`config.mk`:
```
export PLATFORM = sky130hd
export DESIGN_NAME = ram8
export DESIGN_NICKNAME = d
export VERILOG_FILES = /design/src/rtl/ram8_pkg.sv /design/src/rtl/register16.sv /design/src/rtl/ram8.sv
export SDC_FILE = /design/constraint.sdc
export NUM_CORES = 1
export LEC_CHECK = 0
export CORE_ASPECT_RATIO = 0.5
export CORE_MARGIN = 10
export CORE_UTILIZATION = 44
export CTS_CLUSTER_SIZE = 14
export DETAILED_ROUTE_END_ITERATION = 16
export PLACE_DENSITY = 0.6
export SLEW_MARGIN = 20
export SYNTH_ARGS = -nofsm -noshare
export SYNTH_HDL_FRONTEND = slang
export SYNTH_SLANG_ARGS = --single-unit
```
`constraint.sdc`:
```
create_clock -name clk -period 7.5 [get_ports clk]
set_clock_uncertainty 0.15 [all_clocks]
set_input_delay 1.875 -clock clk [delete_from_list [all_inputs] [get_ports clk]]
set_output_delay 1.875 -clock clk [all_outputs]
set_load 0.01 [all_outputs]
```
`src/rtl/ram8_pkg.sv`:
```
// Shared constants for the ram8 storage tile: word geometry, FSM state
// encodings and the 8-way one-hot write-enable decoder.
package ram8_pkg;

    localparam int WORD_W      = 16;
    localparam int RAM8_DEPTH  = 8;
    localparam int RAM8_ADDR_W = 3;

    localparam logic [0:0] RAM8_IDLE  = 1'b0;
    localparam logic [0:0] RAM8_SWEEP = 1'b1;

    function automatic logic [RAM8_DEPTH-1:0] decode8(
        input logic [RAM8_ADDR_W-1:0] sel,
        input logic                   en
    );
        logic [RAM8_DEPTH-1:0] onehot;
        onehot = '0;
        if (en) begin
            onehot[sel] = 1'b1;
        end
        return onehot;
    endfunction

endpackage

```
`src/rtl/register16.sv`:
```
// Single storage word with synchronous load, synchronous zero (zero wins)
// and asynchronous active-high reset.
module register16
    import ram8_pkg::*;
#(
    parameter int WIDTH = WORD_W
) (
    input  logic             clk,
    input  logic             reset,
    input  logic             load,
    input  logic             zero,
    input  logic [WIDTH-1:0] d,
    output logic [WIDTH-1:0] q
);

    always_ff @(posedge clk or posedge reset) begin
        if (reset) begin
            q <= '0;
        end else if (zero) begin
            q <= '0;
        end else if (load) begin
            q <= d;
        end
    end

endmodule

```
`src/rtl/ram8.sv`:
```
// Eight-word RAM with combinational read mux and a self-timed clear sweep.
// Optional macro RAM8_BYPASS_EN adds same-cycle write-through on out.
module ram8
    import ram8_pkg::*;
#(
    parameter int WIDTH = WORD_W,
    parameter int DEPTH = RAM8_DEPTH
) (
    input  logic                   clk,
    input  logic                   reset,
    input  logic [WIDTH-1:0]       in,
    input  logic [RAM8_ADDR_W-1:0] address,
    input  logic                   load,
    input  logic                   clear,
    output logic [WIDTH-1:0]       out,
    output logic                   busy
);

    logic [0:0]             state;
    logic [0:0]             state_next;
    logic [RAM8_ADDR_W-1:0] cnt;
    logic [RAM8_ADDR_W-1:0] cnt_next;
    logic                   sweeping;
    logic [RAM8_DEPTH-1:0]  load_en;
    logic [RAM8_DEPTH-1:0]  zero_en;
    logic [WIDTH-1:0]       word [DEPTH];

    assign sweeping = (state == RAM8_SWEEP);
    assign busy     = sweeping;

    always_ff @(posedge clk or posedge reset) begin
        if (reset) begin
            state <= RAM8_IDLE;
            cnt   <= '0;
        end else begin
            state <= state_next;
            cnt   <= cnt_next;
        end
    end

    // A clear seen while already sweeping is ignored; cnt wraps 7 -> 0 on exit.
    always_comb begin
        state_next = state;
        cnt_next   = cnt;
        if (state == RAM8_IDLE) begin
            if (clear) begin
                state_next = RAM8_SWEEP;
                cnt_next   = '0;
            end
        end else begin
            cnt_next = cnt + 3'd1;
            if (cnt == 3'd7) begin
                state_next = RAM8_IDLE;
            end
        end
    end

    // User writes are dropped while the sweep owns the write port.
    assign load_en = decode8(address, load && !sweeping);
    assign zero_en = decode8(cnt, sweeping);

    for (genvar i = 0; i < DEPTH; i++) begin : g_word
        register16 #(
            .WIDTH(WIDTH)
        ) u_reg (
            .clk  (clk),
            .reset(reset),
            .load (load_en[i]),
            .zero (zero_en[i]),
            .d    (in),
            .q    (word[i])
        );
    end

`ifdef RAM8_BYPASS_EN
    assign out = (load && !sweeping) ? in : word[address];
`else
    assign out = word[address];
`endif

endmodule

```
# ---- Word level (Yosys, flattened, before mapping)
# Cells that the tools add are included.
# W data, S select, Z words.
dict set report classes {
  add_sub_neg 1
  magnitude_cmp 5
  eq_ne 1
  n_mux 30
  n_bitwise 1
  n_reduce_logical 13
}
# operator count
set op_table {}
lappend op_table {{$mux W16} 18}
lappend op_table {{$bmux W16 S3} 1}
lappend op_table {{$reduce_bool A2 Y1} 9}
lappend op_table {{$mux W8} 2}
lappend op_table {{$lt A3 B4 Y1 const B} 2}
lappend op_table {{$demux W1 S3} 2}
lappend op_table {{$ge A3 B1 Y1 const B} 2}
lappend op_table {{$mux W3} 2}
lappend op_table {{$mux W1} 5}
lappend op_table {{$ge A4 B4 Y1 const B} 1}
lappend op_table {{$not A3 Y4} 1}
lappend op_table {{$add A3 B1 Y3 const B} 1}
lappend op_table {{$eq A3 B3 Y1 const B} 1}
lappend op_table {{$logic_and A1 B1 Y1} 3}
lappend op_table {{$logic_not A1 Y1} 1}
dict set report totals {
  reg_bits 132
  inputBits 23
  out_inout_bits 17
  word_cells 61
}

# ---- Longest topological paths before layout
dict set report depth {
  depth_word 7
  ltp_mapped 6
}

# ---- By module
# Synthesis repeated with hierarchy kept, for this count alone.
dict set report hier_totals {
  hier_cells 526
  area_unflattened_um2 6721.4
}
# module n_inst cells_each area_each_um2 seq_area_each_um2
set modules_own_cells {}
lappend modules_own_cells {register16 8 53 664.4 400.4}
lappend modules_own_cells {ram8 1 102 1406.3 100.1}

# ---- Worst setup path before layout
# OpenSTA, ideal clock, no wires.
dict set report synth_timing {
  path_type {input to output}
  start {input port address[0]}
  end {output port out[10]}
  arrival_ps 3026
  t_required_ps 5475
  slack_ps 2449
  cell_stages 5
  path_buffers 3
  cell_sequence {buf_2 > buf_6 > buf_2 > mux4_2 > mux2_2}
}
dict set report synth_between {
  elab_chain_len 4
}
# element line
set synth_lines {}
lappend synth_lines {{start: declaration} ram8.sv:12} ;# input logic [RAM8_ADDR_W-1:0] address,
lappend synth_lines {{$not A3 Y4 (not written as such)} ram8.sv:78} ;# assign out = word[address];
lappend synth_lines {{$bmux W16 S3} ram8.sv:78}
lappend synth_lines {{$mux W16 (not written as such) (2 in a row)} ram8.sv:78}
lappend synth_lines {{end: declaration} ram8.sv:15} ;# output logic [WIDTH-1:0] out,
# Every way passes these cells. The select of a mux whose other input is x is not followed.

# ---- Worst setup path after layout
dict set report layout_timing {
  start {input port address[2]}
  end {output port out[5]}
}
# The elaborated chain is that of the path after synthesis.

==> parameters.txt <==
Parameter                              Value

Synthesis
  Gate count after technology mapping ... slightly below 700
  Count of different cell masters after synthesis ... 31
  Post-Syn Area per Cell ... 9.82 sq um
  EDFF count, synth ... 0
  Primary flip-flop cell chosen by synthesis mapping ... dfrtp_1
  FFs w/ async S/R, synth ... 100%
  Count of warnings emitted by yosys ... 0
  Number of nets produced by synthesis ... ~700
  Register bit count reported by yosys ... between 100 and 150
  Share of the yosys chip area belonging to registers ... 49.6%
  Total standard cell area after synthesis ... between 6000 and 7000 sq um

Worst setup path
  CP endpoint kind ... output pin
  Type of the worst setup path ... input port to output pin
  Worst EP required ... between 5 and 6 ns
  Startpoint Class ... input port
  Worst-path fanout max ... 29
  Worst path arrival time ... 4.30 ns

Floorplan
  # rows ... 31
  Area of the placeable core ... approximately 15000 sq um
  Die footprint ... 20800 sq um
  Io pins ... 40
  Height of the die ... between 100 and 150 um
  Initial Util ... 45.5%
  Die Wd ... ~190 um

Power and ir drop
  Switching power summed over all nets ... a little under 900 uW
  Clock network power share ... around 32%
  Power share of the combinational group ... 26.4%
  Switching fraction of total power ... about a third
  IR Drop Worst-Case VDD ... approximately 0.00019 V
  Relative contribution of sequential cells to total power ... about two fifths
  Cell leakage power ... 3.19 nW
  Total power draw ... around 2.7 mW
  Power per cell area ... between 300 and 400 nW/um^2
  Total internal power ... 1.82 mW

Clock tree
  Maximum level of the CTS H-tree ... 4
  Total clock sinks ... between 100 and 150
  CTS tree ... built
  Post-cts repair resize count ... 0
  Buffers inserted by post-CTS timing repair ... 0
  Worst-Skew Late Latency ... 0.42 ns
  Hold Buf Count CTS ... 0
  Clock edge transition at the registers on the reported setup and hold paths ... approximately 0.060 ns
  Clock root buffer ... clkbuf_16
  Number of buffers on the longest clock path ... 2
  Number of clock buffers inserted by TritonCTS ... 17

GRT
  Via count of the first global-routing pass ... approximately 5500
  Antenna violations before repair ... 0
  Combined global-route utilization of all metal layers ... between 20% and 30%
  Global-route wire length before repair ... 33.0 mm
  Largest net degree at the start of global routing ... about 70
  Grt ovf ... 0

Placement
  Final RePlAce weighted congestion ... between 0.7 and 0.8
  Port bufs ... 39
  Dpl hpwl ... about 12 mm
  Cell area after placement ... about 7000 sq um
  Worst Setup Slack post-DPL ... 1.14 ns
  Count of placed standard cells including taps ... 849

Timing
  Final period util ... 84.3%
  Minimum clock period ... roughly 6.3 ns
  Final setup vio count ... 0
  Actual transition at the worst max-transition pin ... 1.17 ns
  Headroom to the max-slew limit ... between 20% and 30%
  Min setup slack post-route ... between 1 and 1.5 ns
  Hold WS ... 0.362 ns
  Setup repair after global routing missed its margin ... no
  Fmax ... around 160 MHz
  Final hold violation count ... 0
  Final Max Tran Viols ... 0
  Final-layout setup total negative slack ... 0 ns

Route
  Detailed-route DRC error count ... 0
  First-pass detailed-route iteration total ... 6
  Antenna-violating nets left ... 0
  Via density per instance ... approximately 6.2
  Vias post-DR ... 5440
  Initial detailed-routing violation count ... about 640
  Post-detailed-routing wire length ... approximately 21 mm
  Mean routed wirelength per cell ... ~23 um

Hold path
  HP Class ... flip-flop to flip-flop

Layout
  Number of antenna cells inserted ... 0
  Final layout net count ... between 600 and 700
  Layout Cell Area excl Fill ... 7610 sq um
  Layout cells sized above 1 ... roughly 13%
  Post-route insts no fill ... 880
  Core utilization of the finished layout ... between 50% and 60%
  Layout overhead on the synthesized area ... 14.3%
  Filler instances ... approximately 1300

Job
  Maximum capacitance violations ... 0

Outcome
  Status ... finished clean
critical path, stage by stage:
cell and delay [ns]:
buf_2 0.73, buf_4 0.34, mux4_1 0.58, mux2_2 0.28, clkdlybuf4s50_1 0.48
cells in the mapped netlist, types with 3 or more instances:
| master | instances | area share (%) |
|---|---|---|
| mux2_2 | 16 | 2.7 |
| nand2_1 | 130 | 7.3 |
| o21ai_0 | 97 | 7.3 |
| nand3_1 | 128 | 9.6 |
| buf_1 | 3 | 0.17 |
| mux4_2 | 23 | 7.8 |
| nand2b_1 | 3 | 0.28 |
| nand4bb_1 | 3 | 0.51 |
| dfrtp_1 | 132 | 50 |
| buf_2 | 29 | 2.2 |
| nand4b_1 | 3 | 0.39 |
| o21ai_1 | 33 | 2.5 |
| buf_6 | 4 | 0.68 |
| clkbuf_2 | 3 | 0.23 |
| clkbuf_1 | 37 | 2.1 |
| and2_1 | 8 | 0.75 |
| mux4_1 | 9 | 3.6 |
registers in the layout (all words and copies together), names as in the netlist:
register / flops
g_word.u_reg.q: 128
cnt: 3
busy: 1
logic make-up after synthesis:
family	count (synthesis)	synth area share, %
AND/OR/NAND/NOR	284	19.9
adder cells (fa/ha/maj)	2	0.376
buffers and inverters	80	6.11
AO/OA/AOI/OAI	131	9.85
multiplexers	49	14.2
flip-flops	132	49.6
power groups by stage:
stage	clock [mW]	sequential [mW]	combinational, mW
after floorplan	0	1.06	0.511
after global placement	0	1.12	0.694
after detailed placement	0	1.13	0.713
after CTS	0.872	1.12	0.715
after global routing	0.905	1.15	0.797
final	0.871	1.12	0.716
placed cells by master, fill, tap and decap left out, types with 2 or more instances in the layout:
cell type and instances:
mux4_2 23, clkinv_2 4, nand4b_1 3, bufinv_16 3, and2_1 8, nand3_1 128, buf_4 13, buf_2 3
nand2b_1 3, clkdlybuf4s50_1 36, clkbuf_16 17, o21ai_0 97, ha_1 2, nand4bb_1 2, clkbuf_8 4, mux4_1 9
nand2_1 130, o21ai_1 33, dfrtp_1 132, mux2_2 16
final cells by class:
cell class,instances,area [sq um],share of cell area [%]
flip-flops and latches,132,3300,43.4
inverters,1,6.26,0.0822
multi-input cells,466,2970,39.0
repair buffers,52,473,6.21
well taps,198,248,3.25
clock buffers,22,484,6.36
clock inverters,9,126,1.66
routing by layer:
metal | track usage [%] | wire [um] | vias up
met5 | 0 | 0 | -
met4 | 6.00 | 256 | 0
met3 | 4.73 | 1620 | 20
met2 | 30.7 | 9390 | 250
met1 | 28.2 | 9400 | 2803
li1 | - | - | 2367
path summary, 6_finish.rpt:
kind / from / end / slack (ns) / depth (start not counted)
worst min register to register: g_word[5].u_reg.q[0] / g_word[5].u_reg.q[0] / 0.36 / 2
max in group asynchronous: reset / g_word[7].u_reg.q[11] / 4.44 / 3
worst min-delay path: g_word[5].u_reg.q[0] / g_word[5].u_reg.q[0] / 0.36 / 2
min in group asynchronous: reset / g_word[2].u_reg.q[7] / 1.74 / 2
worst max register to register: busy / g_word[6].u_reg.q[9] / 4.58 / 4
worst max-delay path: address[2] / out[5] / 1.18 / 5
Note: power is estimated with default switching activity, not from simulation.
